### config.mk
export PLATFORM = sky130hd
export DESIGN_NAME = demux2x4_buffered_flat
export DESIGN_NICKNAME = d
export VERILOG_FILES = /design/src/rtl/demux2x4_buffered_if.sv /design/src/rtl/demux2x4_buffered.sv /design/src/flat_wrapper.sv
export SDC_FILE = /design/constraint.sdc
export NUM_CORES = 1
export LEC_CHECK = 0
export CAP_MARGIN = 40
export CORE_MARGIN = 3
export CORE_UTILIZATION = 52
export CTS_CLUSTER_DIAMETER = 30
export DETAILED_ROUTE_END_ITERATION = 7
export HOLD_SLACK_MARGIN = 0.08
export PLACE_DENSITY = 0.82
export SLEW_MARGIN = 5
export SYNTH_ARGS = -nofsm -noshare
export SYNTH_HDL_FRONTEND = slang
export SYNTH_SLANG_ARGS = --single-unit
### constraint.sdc
create_clock -name CLK -period 2.5 [get_ports CLK]
set_input_delay 0.5 -clock CLK [delete_from_list [all_inputs] [get_ports CLK]]
set_output_delay 0.5 -clock CLK [all_outputs]
set_load 0.005 [all_outputs]
### src/rtl/demux2x4_buffered_if.sv
// Stream bus for the buffered 1-to-2 demultiplexer.
//   Producer side : I, S, I_valid -> block ; I_ready <- block
//   Consumer side : O0/O1, O0_valid/O1_valid, O0_count/O1_count <- block ;
//                   O0_ready/O1_ready -> block
// master = producer/consumer environment, slave = the demux itself.
interface demux2x4_buffered_if #(
  parameter int WIDTH = 4,
  parameter int DEPTH = 2
);
  localparam int CW = $clog2(DEPTH) + 1;

  logic [WIDTH-1:0] I;
  logic             S;
  logic             I_valid;
  logic             I_ready;
  logic [WIDTH-1:0] O0;
  logic             O0_valid;
  logic             O0_ready;
  logic [WIDTH-1:0] O1;
  logic             O1_valid;
  logic             O1_ready;
  logic [CW-1:0]    O0_count;
  logic [CW-1:0]    O1_count;

  modport master (
    output I, S, I_valid, O0_ready, O1_ready,
    input  I_ready, O0, O0_valid, O1, O1_valid, O0_count, O1_count
  );

  modport slave (
    input  I, S, I_valid, O0_ready, O1_ready,
    output I_ready, O0, O0_valid, O1, O1_valid, O0_count, O1_count
  );
endinterface

### src/rtl/demux2x4_buffered.sv
// Registered 1-to-2 stream demultiplexer with one DEPTH-entry FIFO per output.
// A word on I is routed by S into FIFO 0 (S=0) or FIFO 1 (S=1); each output
// drains independently, so a stalled consumer only blocks its own lane.
//   CLK        : clock, rising edge
//   ASYNCRESET : asynchronous active-high reset, clears all state and storage
//   bus        : demux2x4_buffered_if.slave (input stream, two output streams,
//                per-output occupancy counts)

// Single output lane: DEPTH-entry circular buffer with occupancy count.
//   clk, rst : clock and asynchronous active-high reset
//   push     : write wdata this edge (caller guarantees not full)
//   ready    : consumer takes head this edge (ignored while empty)
//   head     : word at the read pointer; valid = non-empty
//   count    : occupancy 0..DEPTH; full = count==DEPTH
module demux2x4_buffered_fifo #(
  parameter int WIDTH = 4,
  parameter int DEPTH = 2,
  parameter int CW    = 2
) (
  input  logic             clk,
  input  logic             rst,
  input  logic             push,
  input  logic [WIDTH-1:0] wdata,
  input  logic             ready,
  output logic [WIDTH-1:0] head,
  output logic             valid,
  output logic [CW-1:0]    count,
  output logic             full
);
  localparam int PW = $clog2(DEPTH);

  logic [WIDTH-1:0] mem [DEPTH];
  logic [PW-1:0]    wptr;
  logic [PW-1:0]    rptr;
  logic             pop;

  assign valid = (count != '0);
  assign full  = (count == CW'(DEPTH));
  assign pop   = valid & ready;
  assign head  = mem[rptr];

  // DEPTH is a power of two, so pointer increments wrap naturally.
  always_ff @(posedge clk or posedge rst) begin
    if (rst) begin
      wptr  <= '0;
      rptr  <= '0;
      count <= '0;
      for (int k = 0; k < DEPTH; k++) mem[k] <= '0;
    end else begin
      if (push) begin
        mem[wptr] <= wdata;
        wptr      <= wptr + 1'b1;
      end
      if (pop) rptr <= rptr + 1'b1;
      case ({push, pop})
        2'b10:   count <= count + 1'b1;
        2'b01:   count <= count - 1'b1;
        default: count <= count;
      endcase
    end
  end
endmodule

module demux2x4_buffered #(
  parameter int WIDTH = 4,
  parameter int DEPTH = 2
) (
  input logic                 CLK,
  input logic                 ASYNCRESET,
  demux2x4_buffered_if.slave  bus
);
  localparam int CW = $clog2(DEPTH) + 1;

  logic push0, push1;
  logic full0, full1;

  // Readiness looks only at registered occupancy: a full lane refuses input
  // even if its consumer drains it on the same edge.
  assign bus.I_ready = bus.S ? ~full1 : ~full0;
  assign push0       = bus.I_valid & bus.I_ready & ~bus.S;
  assign push1       = bus.I_valid & bus.I_ready &  bus.S;

  demux2x4_buffered_fifo #(.WIDTH(WIDTH), .DEPTH(DEPTH), .CW(CW)) u_fifo0 (
    .clk   (CLK),
    .rst   (ASYNCRESET),
    .push  (push0),
    .wdata (bus.I),
    .ready (bus.O0_ready),
    .head  (bus.O0),
    .valid (bus.O0_valid),
    .count (bus.O0_count),
    .full  (full0)
  );

  demux2x4_buffered_fifo #(.WIDTH(WIDTH), .DEPTH(DEPTH), .CW(CW)) u_fifo1 (
    .clk   (CLK),
    .rst   (ASYNCRESET),
    .push  (push1),
    .wdata (bus.I),
    .ready (bus.O1_ready),
    .head  (bus.O1),
    .valid (bus.O1_valid),
    .count (bus.O1_count),
    .full  (full1)
  );
endmodule

### src/flat_wrapper.sv
// flat-port wrapper written by rule: the top's interface ports become plain ports
module demux2x4_buffered_flat 
#(
  parameter int WIDTH = 4,
  parameter int DEPTH = 2
)
  (CLK, ASYNCRESET, bus_I, bus_S, bus_I_valid, bus_O0_ready, bus_O1_ready, bus_I_ready, bus_O0, bus_O0_valid, bus_O1, bus_O1_valid, bus_O0_count, bus_O1_count);
  demux2x4_buffered_if #(.WIDTH(WIDTH), .DEPTH(DEPTH)) bus_i ();
  input logic CLK;
  input logic ASYNCRESET;
  input wire logic [$bits(bus_i.I)-1:0] bus_I;
  input wire logic [$bits(bus_i.S)-1:0] bus_S;
  input wire logic [$bits(bus_i.I_valid)-1:0] bus_I_valid;
  input wire logic [$bits(bus_i.O0_ready)-1:0] bus_O0_ready;
  input wire logic [$bits(bus_i.O1_ready)-1:0] bus_O1_ready;
  output wire logic [$bits(bus_i.I_ready)-1:0] bus_I_ready;
  output wire logic [$bits(bus_i.O0)-1:0] bus_O0;
  output wire logic [$bits(bus_i.O0_valid)-1:0] bus_O0_valid;
  output wire logic [$bits(bus_i.O1)-1:0] bus_O1;
  output wire logic [$bits(bus_i.O1_valid)-1:0] bus_O1_valid;
  output wire logic [$bits(bus_i.O0_count)-1:0] bus_O0_count;
  output wire logic [$bits(bus_i.O1_count)-1:0] bus_O1_count;
  assign bus_i.I = bus_I;
  assign bus_i.S = bus_S;
  assign bus_i.I_valid = bus_I_valid;
  assign bus_i.O0_ready = bus_O0_ready;
  assign bus_i.O1_ready = bus_O1_ready;
  assign bus_I_ready = bus_i.I_ready;
  assign bus_O0 = bus_i.O0;
  assign bus_O0_valid = bus_i.O0_valid;
  assign bus_O1 = bus_i.O1;
  assign bus_O1_valid = bus_i.O1_valid;
  assign bus_O0_count = bus_i.O0_count;
  assign bus_O1_count = bus_i.O1_count;
  demux2x4_buffered #(.WIDTH(WIDTH), .DEPTH(DEPTH)) u_core (.CLK(CLK), .ASYNCRESET(ASYNCRESET), .bus(bus_i));
endmodule
==> impl_metrics.csv, run 1 <==
group,metric,value,unit
global_routing,grtUsageTotal,16.8,%
worst_setup_path,worstPathRequired,2.00,ns
detailed_routing,vias,690,
synthesis,synth_flop_cell,"dfrtp_1",
die,die_x,52.4,microns
power_and_ir_drop,power.leakage,0.587,nW
die,die_area,0.00275,sq mm
detailed_routing,routedWlPerCell,14.6,microns
synthesis,synth_adder_area_share,2.23,%
global_routing,grt_pass1_vias,733,
synthesis,synth_cell_types,21,
worst_setup_path,r2r_cells,5,
sta,period_needed,2.32,ns
cells_and_area,diodes,0,
placement,dp_hpwl,1510,microns
detailed_routing,drc_errors,0,
min_path,holdPathStages,1,
synthesis,netlist_instances,79,
worst_setup_path,cp-end-kind,"output port",
min_path,hp-start,"u_core.u_fifo1.mem[1]$_DFFE_PP0P_",
sta,worst_slew_pin_slew,0.302,ns
detailed_routing,drt_first_pass_iters,2,
clocking,clkLatencyLatePin,0.29,ns
synthesis,synth_top_area_share,53.6,%
min_path,holdPathEnd,"u_core.u_fifo1.mem[1]$_DFFE_PP0P_",
global_routing,overflow,0,
worst_setup_path,regToRegStartpoint,"u_core.u_fifo1.count[0]$_DFFE_PP0P_",
min_path,min_path_type,"reg2reg",
detailed_routing,dr.first_iter.drc_count,5,
sta,finalHoldViolCount,0,
job,drv_cap,0,
clocking,cts_resized,0,
cells_and_area,area_growth,27.2,%
synthesis,postSynthNetCount,91,
sta,finalClockSkew,0.00408,ns
synthesis,synth-edff-count,0,
clocking,cts_max_path_buffers,2,
synthesis,yosysMostFrequentCell,"dfrtp_1",
placement,port_buffers,24,
global_routing,grt_max_degree,25,
synthesis,synth_xor_area_share,7.82,%
synthesis,ys_warn_count,0,
synthesis,ys_ff_latch,24,
sta,setup_tns,0,ns
synthesis,synth-simple-area-share,11.4,%
power_and_ir_drop,power_density,1250,mW/mm^2
sta,slew_violations,0,
clocking,cts_tree,"yes",
clocking,clockRootBuffer,"clkbuf_4",
cells_and_area,layout-drive-gt1-share,28.0,%
clocking,post-cts-setup-buffers,0,
run_status,status,"finished clean",
sta,grt_setup_unrepaired,"no",
clocking,htreeDepth,1,
synthesis,synthMuxAreaShare,24.1,%
placement,gp_congestion,0.716,
power_and_ir_drop,max-vdd-ir-drop,0.000828,V
cells_and_area,nets,121,
die,die_h,52.4,microns
clocking,cts_sinks,24,
worst_setup_path,reg2reg_slack,0.85,ns
synthesis,synth_top_family_by_area,"multiplexers",
clocking,clk_pin_slew,0.11,ns
sta,whs,0.500,ns
detailed_routing,wl,1960,microns
die,ios,25,
die,rows,16,
detailed_routing,via_per_inst,5.15,
global_routing,antenna_found_initial,0,
die,initial_utilization,55.9,%
worst_setup_path,path_class,"in2out",
clocking,numCtsBuffers,3,
synthesis,synthTopCellsByArea,"dfrtp_1 54%, mux2_2 20%, xnor2_1 4.7%",
worst_setup_path,r2r_end,"u_core.u_fifo1.count[1]$_DFFE_PP0P_",
cells_and_area,fill_cells,159,
worst_setup_path,crit_path_max_fanout,8,
synthesis,netlist_area,0.00112,sq mm
synthesis,asyncSetResetFlopFracSynth,100,%
placement,post-place-ws,0.189,ns
sta,setup_ws,0.179,ns
detailed_routing,ant_nets,0,
synthesis,yosysSeqAreaShare,53.6,%
sta,slew_headroom,79.8,%
synthesis,avgSynthCellArea,14.2,sq um
clocking,hold_buffers,0,
synthesis,post-synth-top-area-cell,"dfrtp_1",
sta,fin_crit_sh,92.9,%
sta,final-setup-viol-count,0,
synthesis,yosys-top-cells-count,"24 x dfrtp_1, 20 x mux2_2, 6 x xnor2_1, 4 x mux2_1, 4 x xor2_1",
power_and_ir_drop,power.total,0.00178,W
synthesis,synth-compound-area-share,0.447,%
die,core-area,0.00200,sq mm
worst_setup_path,critPathLaunchType,"primary input",
sta,fmax,431,MHz
global_routing,grt_pass1_wl,3310,microns
worst_setup_path,crit_arrival,1.82,ns
[metal layers]
metal  track usage [%]  routed length (microns)  vias to the layer above
met5                 0                        0                        -
met4              6.38                       13                        0
met3              2.85                       86                        2
met2              29.1                      959                       18
met1              20.8                      901                      336
li1                  -                        -                      334
[cell families (layout without fill, tap and decap cells)]
family | after synthesis | in the layout
xor gates and xnor gates | 10 | 10
adders and majority gates | 2 | 2
AOI/OAI and AO/OA | 1 | 1
and+or+nand+nor | 17 | 17
DFF | 24 | 24
muxes | 24 | 24
buffers and inverters | 1 | 29
[power breakdown]
part	switching [W]	internal, W
Combinational	0.000272	0.000598
Sequential	0.000167	0.000590
Clock	0.0000951	0.0000560
[how the worst max path moves through the flow]
stage,start,to,slack (ns),cells after the start
CTS,bus_S,bus_I_ready,0.17,4
global placement,bus_S,bus_I_ready,0.21,4
floorplan,u_core.u_fifo1.count[0]$_DFFE_PP0P_,u_core.u_fifo1.count[1]$_DFFE_PP0P_,0.92,5
finish,bus_S,bus_I_ready,0.18,4
detailed placement,bus_S,bus_I_ready,0.19,4
global route,bus_S,bus_I_ready,0.1,4
[final cells by class]
cell class | instances | area, sq um | area share, %
repair buffers | 25 | 248 | 17.4
clock buffers | 3 | 22.5 | 1.58
flip-flops and latches | 24 | 601 | 42.2
inverters | 1 | 3.75 | 0.264
multi-input cells | 54 | 515 | 36.2
well taps | 27 | 33.8 | 2.37
[critical path, cell delays in order]
cell and delay [ns]:
clkdlybuf4s50_1 0.61, nor2_1 0.08, a21oi_1 0.12, clkdlybuf4s50_1 0.51
[placed cells by master (no fill, tap or decap), drive strengths merged, types with 2 or more instances in the layout]
master and instances:
and2 2, clkbuf 3, clkdlybuf4s50 24, dfrtp 24
ha 2, mux2 24, nand2b 2, nor2 3
or2 2, xnor2 6, xor2 4
[stage by stage]
stage	cells	utilization, %	instance area, sq um
after floorplan	79	-	1120
after global placement	131	70.0	1400
after detailed placement	131	70.0	1400
after CTS	134	71.1	1420
after global routing	134	71.1	1420
final	134	71.1	1420
[flip-flops by register name, summed over array words and instances (netlist names)]
register              cells
u_core.u_fifo0.wptr       1
u_core.u_fifo0.count      2
u_core.u_fifo1.wptr       1
u_core.u_fifo1.count      2
u_core.u_fifo0.mem        8
u_core.u_fifo1.mem        8
u_core.u_fifo0.rptr       1
u_core.u_fifo1.rptr       1
Note: power is estimated with default switching activity, not from simulation.
==> run 2: changes to the inputs <==
--- a/config.mk
+++ b/config.mk
@@ -11,7 +11,7 @@
 export CTS_CLUSTER_DIAMETER = 30
 export DETAILED_ROUTE_END_ITERATION = 7
 export HOLD_SLACK_MARGIN = 0.08
-export PLACE_DENSITY = 0.82
+export PLACE_DENSITY = 0.91
 export SLEW_MARGIN = 5
 export SYNTH_ARGS = -nofsm -noshare
 export SYNTH_HDL_FRONTEND = slang
==> impl_metrics.csv, run 2 (same netlist as run 1, synthesis figures left out) <==
group,metric,value,unit
cells_and_area,finalInstanceArea,0.00145,sq mm
cells_and_area,multi_input_comb_area,515,sq um
sta,finalHoldViolCount,0,
worst_setup_path,worstPathRequired,2.00,ns
sta,fin_crit_sh,86.9,%
die,core-area,0.00200,sq mm
placement,post-place-ws,0.318,ns
worst_setup_path,regToRegStartpoint,"u_core.u_fifo1.count[0]$_DFFE_PP0P_",
worst_setup_path,crit_chain,"clkdlybuf4s50_1, nor2_1, a21oi_1, clkdlybuf4s50_1",
min_path,min_path_type,"reg2reg",
placement,port_buffers,24,
cells_and_area,area_growth,29.1,%
placement,placed_cells,132,
power_and_ir_drop,combPwrFrac,47.6,%
worst_setup_path,critPathMostFrequentCell,"clkdlybuf4s50_1",
cells_and_area,nets,122,
worst_setup_path,path_buf_inv,2,
worst_setup_path,critPathSlowestCell,"clkdlybuf4s50_1",
run_status,status,"finished clean",
sta,finalClockSkew,0.00604,ns
detailed_routing,vias,697,
clocking,hold_buffers,0,
clocking,cts_sinks,24,
cells_and_area,diodes,0,
detailed_routing,ant_nets,0,
die,initial_utilization,55.9,%
clocking,cts_max_path_buffers,2,
clocking,clkLatencyLatePin,0.30,ns
power_and_ir_drop,p_sw_share,29.5,%
power_and_ir_drop,internal-power,0.00128,W
sta,slew_headroom,80.4,%
sta,worst_slew_pin_slew,0.293,ns
power_and_ir_drop,power_density,1250,mW/mm^2
worst_setup_path,path_class,"in2out",
power_and_ir_drop,max-vdd-ir-drop,0.000795,V
sta,whs,0.507,ns
job,drv_cap,0,
worst_setup_path,r2r_cells,5,
detailed_routing,wl,1890,microns
detailed_routing,drt_first_pass_iters,4,
power_and_ir_drop,p_sw,0.000536,W
sta,fmax,460,MHz
detailed_routing,drc_errors,0,
worst_setup_path,slowest_delay,0.52,ns
global_routing,overflow,0,
clocking,cts_tree,"yes",
global_routing,grtUsageTotal,16.1,%
worst_setup_path,cpLargestDelayFamily,"buffers and inverters",
worst_setup_path,cp-end-kind,"output port",
sta,setup_tns,0,ns
placement,dp_hpwl,1500,microns
die,die_x,52.4,microns
power_and_ir_drop,pwr-share-clk,10.7,%
global_routing,antenna_found_initial,0,
cells_and_area,fill_cells,146,
detailed_routing,dr.first_iter.drc_count,2,
min_path,holdPathStages,1,
min_path,hp-start,"u_core.u_fifo1.mem[3]$_DFFE_PP0P_",
cells_and_area,instances_no_fill,136,
sta,setup_ws,0.327,ns
global_routing,grt_pass1_wl,3250,microns
die,ios,25,
sta,period_needed,2.17,ns
clocking,post-cts-setup-buffers,0,
clocking,clk_pin_slew,0.12,ns
worst_setup_path,r2r_end,"u_core.u_fifo1.count[1]$_DFFE_PP0P_",
cells_and_area,layout_common_cells,"24 x clkdlybuf4s50_1, 24 x dfrtp_1, 20 x mux2_2",
min_path,holdPathEnd,"u_core.u_fifo1.mem[3]$_DFFE_PP0P_",
worst_setup_path,crit_arrival,1.67,ns
cells_and_area,layout-drive-gt1-share,29.4,%
sta,slew_violations,0,
clocking,numCtsBuffers,3,
power_and_ir_drop,pwr-share-seq,41.7,%
placement,gp_congestion,0.761,
clocking,clockRootBuffer,"clkbuf_4",
worst_setup_path,crit_path_max_fanout,3,
die,die_h,52.4,microns
global_routing,grt_pass1_vias,773,
sta,final-setup-viol-count,0,
placement,postPlaceCellArea,0.00141,sq mm
die,rows,16,
die,die_area,0.00275,sq mm
cells_and_area,seqCellArea,601,sq um
power_and_ir_drop,power.leakage,0.599,nW
worst_setup_path,reg2reg_slack,0.82,ns
global_routing,grt_max_degree,25,
cells_and_area,top_regs,"u_core.u_fifo0.mem x8, u_core.u_fifo1.mem x8",
clocking,htreeDepth,1,
worst_setup_path,critPathLaunchType,"primary input",
detailed_routing,routedWlPerCell,13.9,microns
sta,grt_setup_unrepaired,"no",
detailed_routing,via_per_inst,5.13,
clocking,cts_resized,0,
run 2: changes by cell type in the layout (fill, tap and decap cells not counted), sizes merged:
| cell | change |
|---|---|
| clkbuf | +1 |
| buf | +1 |
run 2: worst max-delay path by stage:
stage                                        startpoint  slack (ns)                                  end  depth (start not counted)
global placement                                  bus_S        0.30                          bus_I_ready                          4
detailed placement                                bus_S        0.32                          bus_I_ready                          4
global route                                      bus_S        0.25                          bus_I_ready                          4
CTS                                               bus_S        0.31                          bus_I_ready                          4
floorplan           u_core.u_fifo1.count[0]$_DFFE_PP0P_        0.92  u_core.u_fifo1.count[1]$_DFFE_PP0P_                          5
finish                                            bus_S        0.33                          bus_I_ready                          4
run 2: cell type report:
class | instances | share of cell area [%]
inverter | 1 | 0.260
sequential | 24 | 41.6
timing repair buffer | 26 | 17.7
multi-input combinational | 54 | 35.7
clock buffer | 4 | 2.51
tap | 27 | 2.34
run 2: power by group through the flow:
stage | Sequential (W) | Clock [W] | Combinational (W)
3_3_place_gp | 0.000746 | 0 | 0.000855
5_1_grt | 0.000785 | 0.000219 | 0.000942
3_5_place_dp | 0.000768 | 0 | 0.000876
2_1_floorplan | 0.000723 | 0 | 0.000493
4_1_cts | 0.000759 | 0.000205 | 0.000881
6_report | 0.000756 | 0.000193 | 0.000863
run 2: through the flow:
stage	util [%]	total power, W
floorplan	-	0.00122
global placement	70.4	0.00160
detailed placement	70.4	0.00164
CTS	72.2	0.00185
global route	72.2	0.00195
finish	72.2	0.00181
run 2: worst reg2reg max path: cells and delay by family (launching register included):
family	cells	cell delay, ns
XOR/XNOR	1	0.17
adder cells (fa/ha/maj)	1	0.32
AND/OR/NAND/NOR	3	0.67
flip-flops	1	0.46
run 2: per-layer routing:
layer	up-vias	GRT usage [%]	wire length [microns]
met5	-	0	0
met3	2	2.85	67
met4	0	8.94	25
met1	344	19.1	859
met2	14	27.1	941
li1	337	-	-
==> run 3: changes to the inputs <==
--- a/config.mk
+++ b/config.mk
@@ -7,12 +7,13 @@
 export LEC_CHECK = 0
 export CAP_MARGIN = 40
 export CORE_MARGIN = 3
-export CORE_UTILIZATION = 52
+export CORE_UTILIZATION = 53
 export CTS_CLUSTER_DIAMETER = 30
 export DETAILED_ROUTE_END_ITERATION = 7
-export HOLD_SLACK_MARGIN = 0.08
-export PLACE_DENSITY = 0.91
+export HOLD_SLACK_MARGIN = 0.1
+export PLACE_DENSITY = 0.92
 export SLEW_MARGIN = 5
 export SYNTH_ARGS = -nofsm -noshare
 export SYNTH_HDL_FRONTEND = slang
+export SYNTH_HIERARCHICAL = 1
 export SYNTH_SLANG_ARGS = --single-unit
==> impl_metrics.csv, run 3 <==
group,metric,value,unit
sta,grt_setup_unrepaired,"no",
cells_and_area,multi_input_comb_area,569,sq um
synthesis,netlist_instances,79,
cells_and_area,top_regs,"u_core/u_fifo0/mem x8, u_core/u_fifo1/mem x8",
synthesis,synth_cell_types,16,
clocking,cts_max_path_buffers,2,
synthesis,synth_top_family_by_area,"multiplexers",
synthesis,synthTopCellsByArea,"dfrtp_1 51%, mux2_4 20%, mux2_2 7.6%",
run_status,status,"finished clean",
sta,finalClockSkew,0.0116,ns
global_routing,grt_pass1_vias,779,
die,initial_utilization,58.0,%
worst_setup_path,r2r_end,"u_core/u_fifo0/count[1]$_DFFE_PP0P_",
clocking,post-cts-setup-buffers,0,
worst_setup_path,path_class,"in2out",
sta,final-setup-viol-count,0,
detailed_routing,wl,2240,microns
worst_setup_path,critPathSlowestCell,"clkdlybuf4s50_1",
synthesis,synthMuxAreaShare,28.7,%
cells_and_area,finalInstanceArea,0.00153,sq mm
worst_setup_path,critPathMostFrequentCell,"clkdlybuf4s50_1",
placement,dp_hpwl,1530,microns
cells_and_area,instances_no_fill,136,
sta,finalHoldViolCount,0,
clocking,cts_resized,0,
synthesis,synth_xor_area_share,7.39,%
worst_setup_path,crit_arrival,1.71,ns
job,drv_cap,0,
global_routing,grtUsageTotal,18.8,%
power_and_ir_drop,max-vdd-ir-drop,0.000792,V
sta,worst_slew_pin_slew,0.469,ns
detailed_routing,vias,703,
synthesis,synth_adder_area_share,2.11,%
power_and_ir_drop,power_density,1340,mW/mm^2
cells_and_area,area_growth,28.8,%
sta,period_needed,2.21,ns
synthesis,yosysSeqAreaShare,50.7,%
sta,fmax,452,MHz
min_path,min_path_type,"in2async",
placement,placed_cells,132,
global_routing,antenna_found_initial,0,
die,die_x,53.3,microns
detailed_routing,drc_errors,0,
global_routing,overflow,0,
synthesis,synth-edff-count,0,
worst_setup_path,slowest_delay,0.52,ns
placement,port_buffers,24,
detailed_routing,ant_nets,0,
cells_and_area,seqCellArea,601,sq um
die,ios,25,
worst_setup_path,worstPathRequired,2.00,ns
detailed_routing,drt_first_pass_iters,3,
sta,slew_violations,0,
power_and_ir_drop,power.total,0.00204,W
power_and_ir_drop,power.leakage,0.731,nW
synthesis,ys_ff_latch,24,
clocking,clkLatencyLatePin,0.31,ns
synthesis,ys_warn_count,6,
die,die_area,0.00284,sq mm
synthesis,synth-compound-area-share,0,%
clocking,clockRootBuffer,"clkbuf_4",
synthesis,synth-simple-area-share,9.82,%
worst_setup_path,crit_path_max_fanout,3,
synthesis,synth_top_area_share,50.7,%
synthesis,post-synth-top-area-cell,"dfrtp_1",
clocking,numCtsBuffers,3,
placement,postPlaceCellArea,0.00147,sq mm
worst_setup_path,regToRegStartpoint,"u_core/u_fifo0/count[1]$_DFFE_PP0P_",
detailed_routing,via_per_inst,5.17,
cells_and_area,layout-drive-gt1-share,33.0,%
sta,fin_crit_sh,88.5,%
worst_setup_path,critPathLaunchType,"primary input",
cells_and_area,nets,122,
detailed_routing,routedWlPerCell,16.4,microns
sta,slew_headroom,68.7,%
cells_and_area,post-route-util,74.8,%
clocking,clk_pin_slew,0.14,ns
synthesis,asyncSetResetFlopFracSynth,100,%
synthesis,synth_flop_cell,"dfrtp_1",
clocking,cts_sinks,24,
synthesis,netlist_area,0.00118,sq mm
synthesis,yosys-top-cells-count,"24 x dfrtp_1, 16 x mux2_4, 8 x mux2_2, 6 x xor2_1",
worst_setup_path,r2r_cells,6,
worst_setup_path,cp-end-kind,"output port",
global_routing,grt_max_degree,15,
clocking,cts_tree,"yes",
worst_setup_path,reg2reg_slack,0.89,ns
placement,gp_congestion,0.761,
cells_and_area,fill_cells,128,
synthesis,postSynthNetCount,91,
die,die_h,53.3,microns
synthesis,avgSynthCellArea,15.0,sq um
die,rows,16,
cells_and_area,layout_common_cells,"24 x clkdlybuf4s50_1, 24 x dfrtp_1, 16 x mux2_4",
sta,setup_tns,0,ns
cells_and_area,diodes,0,
clocking,hold_buffers,0,
global_routing,grt_pass1_wl,3770,microns
detailed_routing,dr.first_iter.drc_count,4,
clocking,htreeDepth,1,
worst_setup_path,crit_chain,"clkdlybuf4s50_1, mux2i_1, clkdlybuf4s50_1",
die,core-area,0.00204,sq mm
synthesis,yosysMostFrequentCell,"dfrtp_1",
## run 3: changes by cell type after synthesis, moves of 3 or more
cell / previous run / this run
inv_1: 1 / 4
mux2_1: 4 / 0
mux2_2: 20 / 8
mux2_4: 0 / 16
## run 3: worst max-delay path: cells and delay by family
kind                   cells  cell delay [ns]
buffers and inverters      2             1.02
muxes                      1             0.19
## run 3: worst max path at each step
| stage | startpoint | endpoint | slack, ns |
|---|---|---|---|
| 2_1_floorplan | u_core/u_fifo0/count[1]$_DFFE_PP0P_ | u_core/u_fifo0/count[1]$_DFFE_PP0P_ | 0.52 |
| 3_3_place_gp | bus_S | bus_I_ready | 0.30 |
| 3_5_place_dp | bus_S | bus_I_ready | 0.29 |
| 4_1_cts | bus_S | bus_I_ready | 0.28 |
| 5_1_grt | bus_S | bus_I_ready | 0.25 |
| 6_report | bus_S | bus_I_ready | 0.29 |
## run 3: per-layer routing
metal | vias up | part of all wire, % | global-route usage [%]
met5 | - | 0 | 0
met1 | 357 | 44 | 23.5
met4 | 0 | 0.45 | 6.38
met2 | 17 | 52 | 32.2
met3 | 2 | 3.8 | 3.38
li1 | 327 | - | -
## run 3: layout make-up
class / instances / share of cell area [%]
Clock buffer: 3 / 1.48
Inverter: 4 / 0.984
Timing Repair Buffer: 26 / 16.7
Multi-Input combinational cell: 51 / 37.3
Sequential cell: 24 / 39.3
Clock inverter: 1 / 1.97
Tap cell: 27 / 2.21
## run 3: power breakdown
| part | switching (W) | internal, W |
|---|---|---|
| registers | 0.000186 | 0.000591 |
| logic | 0.000288 | 0.000701 |
| clock network | 0.000114 | 0.000162 |
## run 3: cells by family (layout without fill, tap and decap cells)
kind of cell,count (synthesis),after routing
xor+xnor,10,10
fa+ha+maj,2,2
buf+inv,4,34
flops,24,24
mux,25,25
simple gates,14,14
## run 3: metrics by stage
stage	setup slack, ns	hold slack, ns
floorplan	0.522	0.365
global placement	0.305	0.487
detailed placement	0.291	0.491
CTS	0.282	0.524
global route	0.251	0.533
finish	0.289	0.520
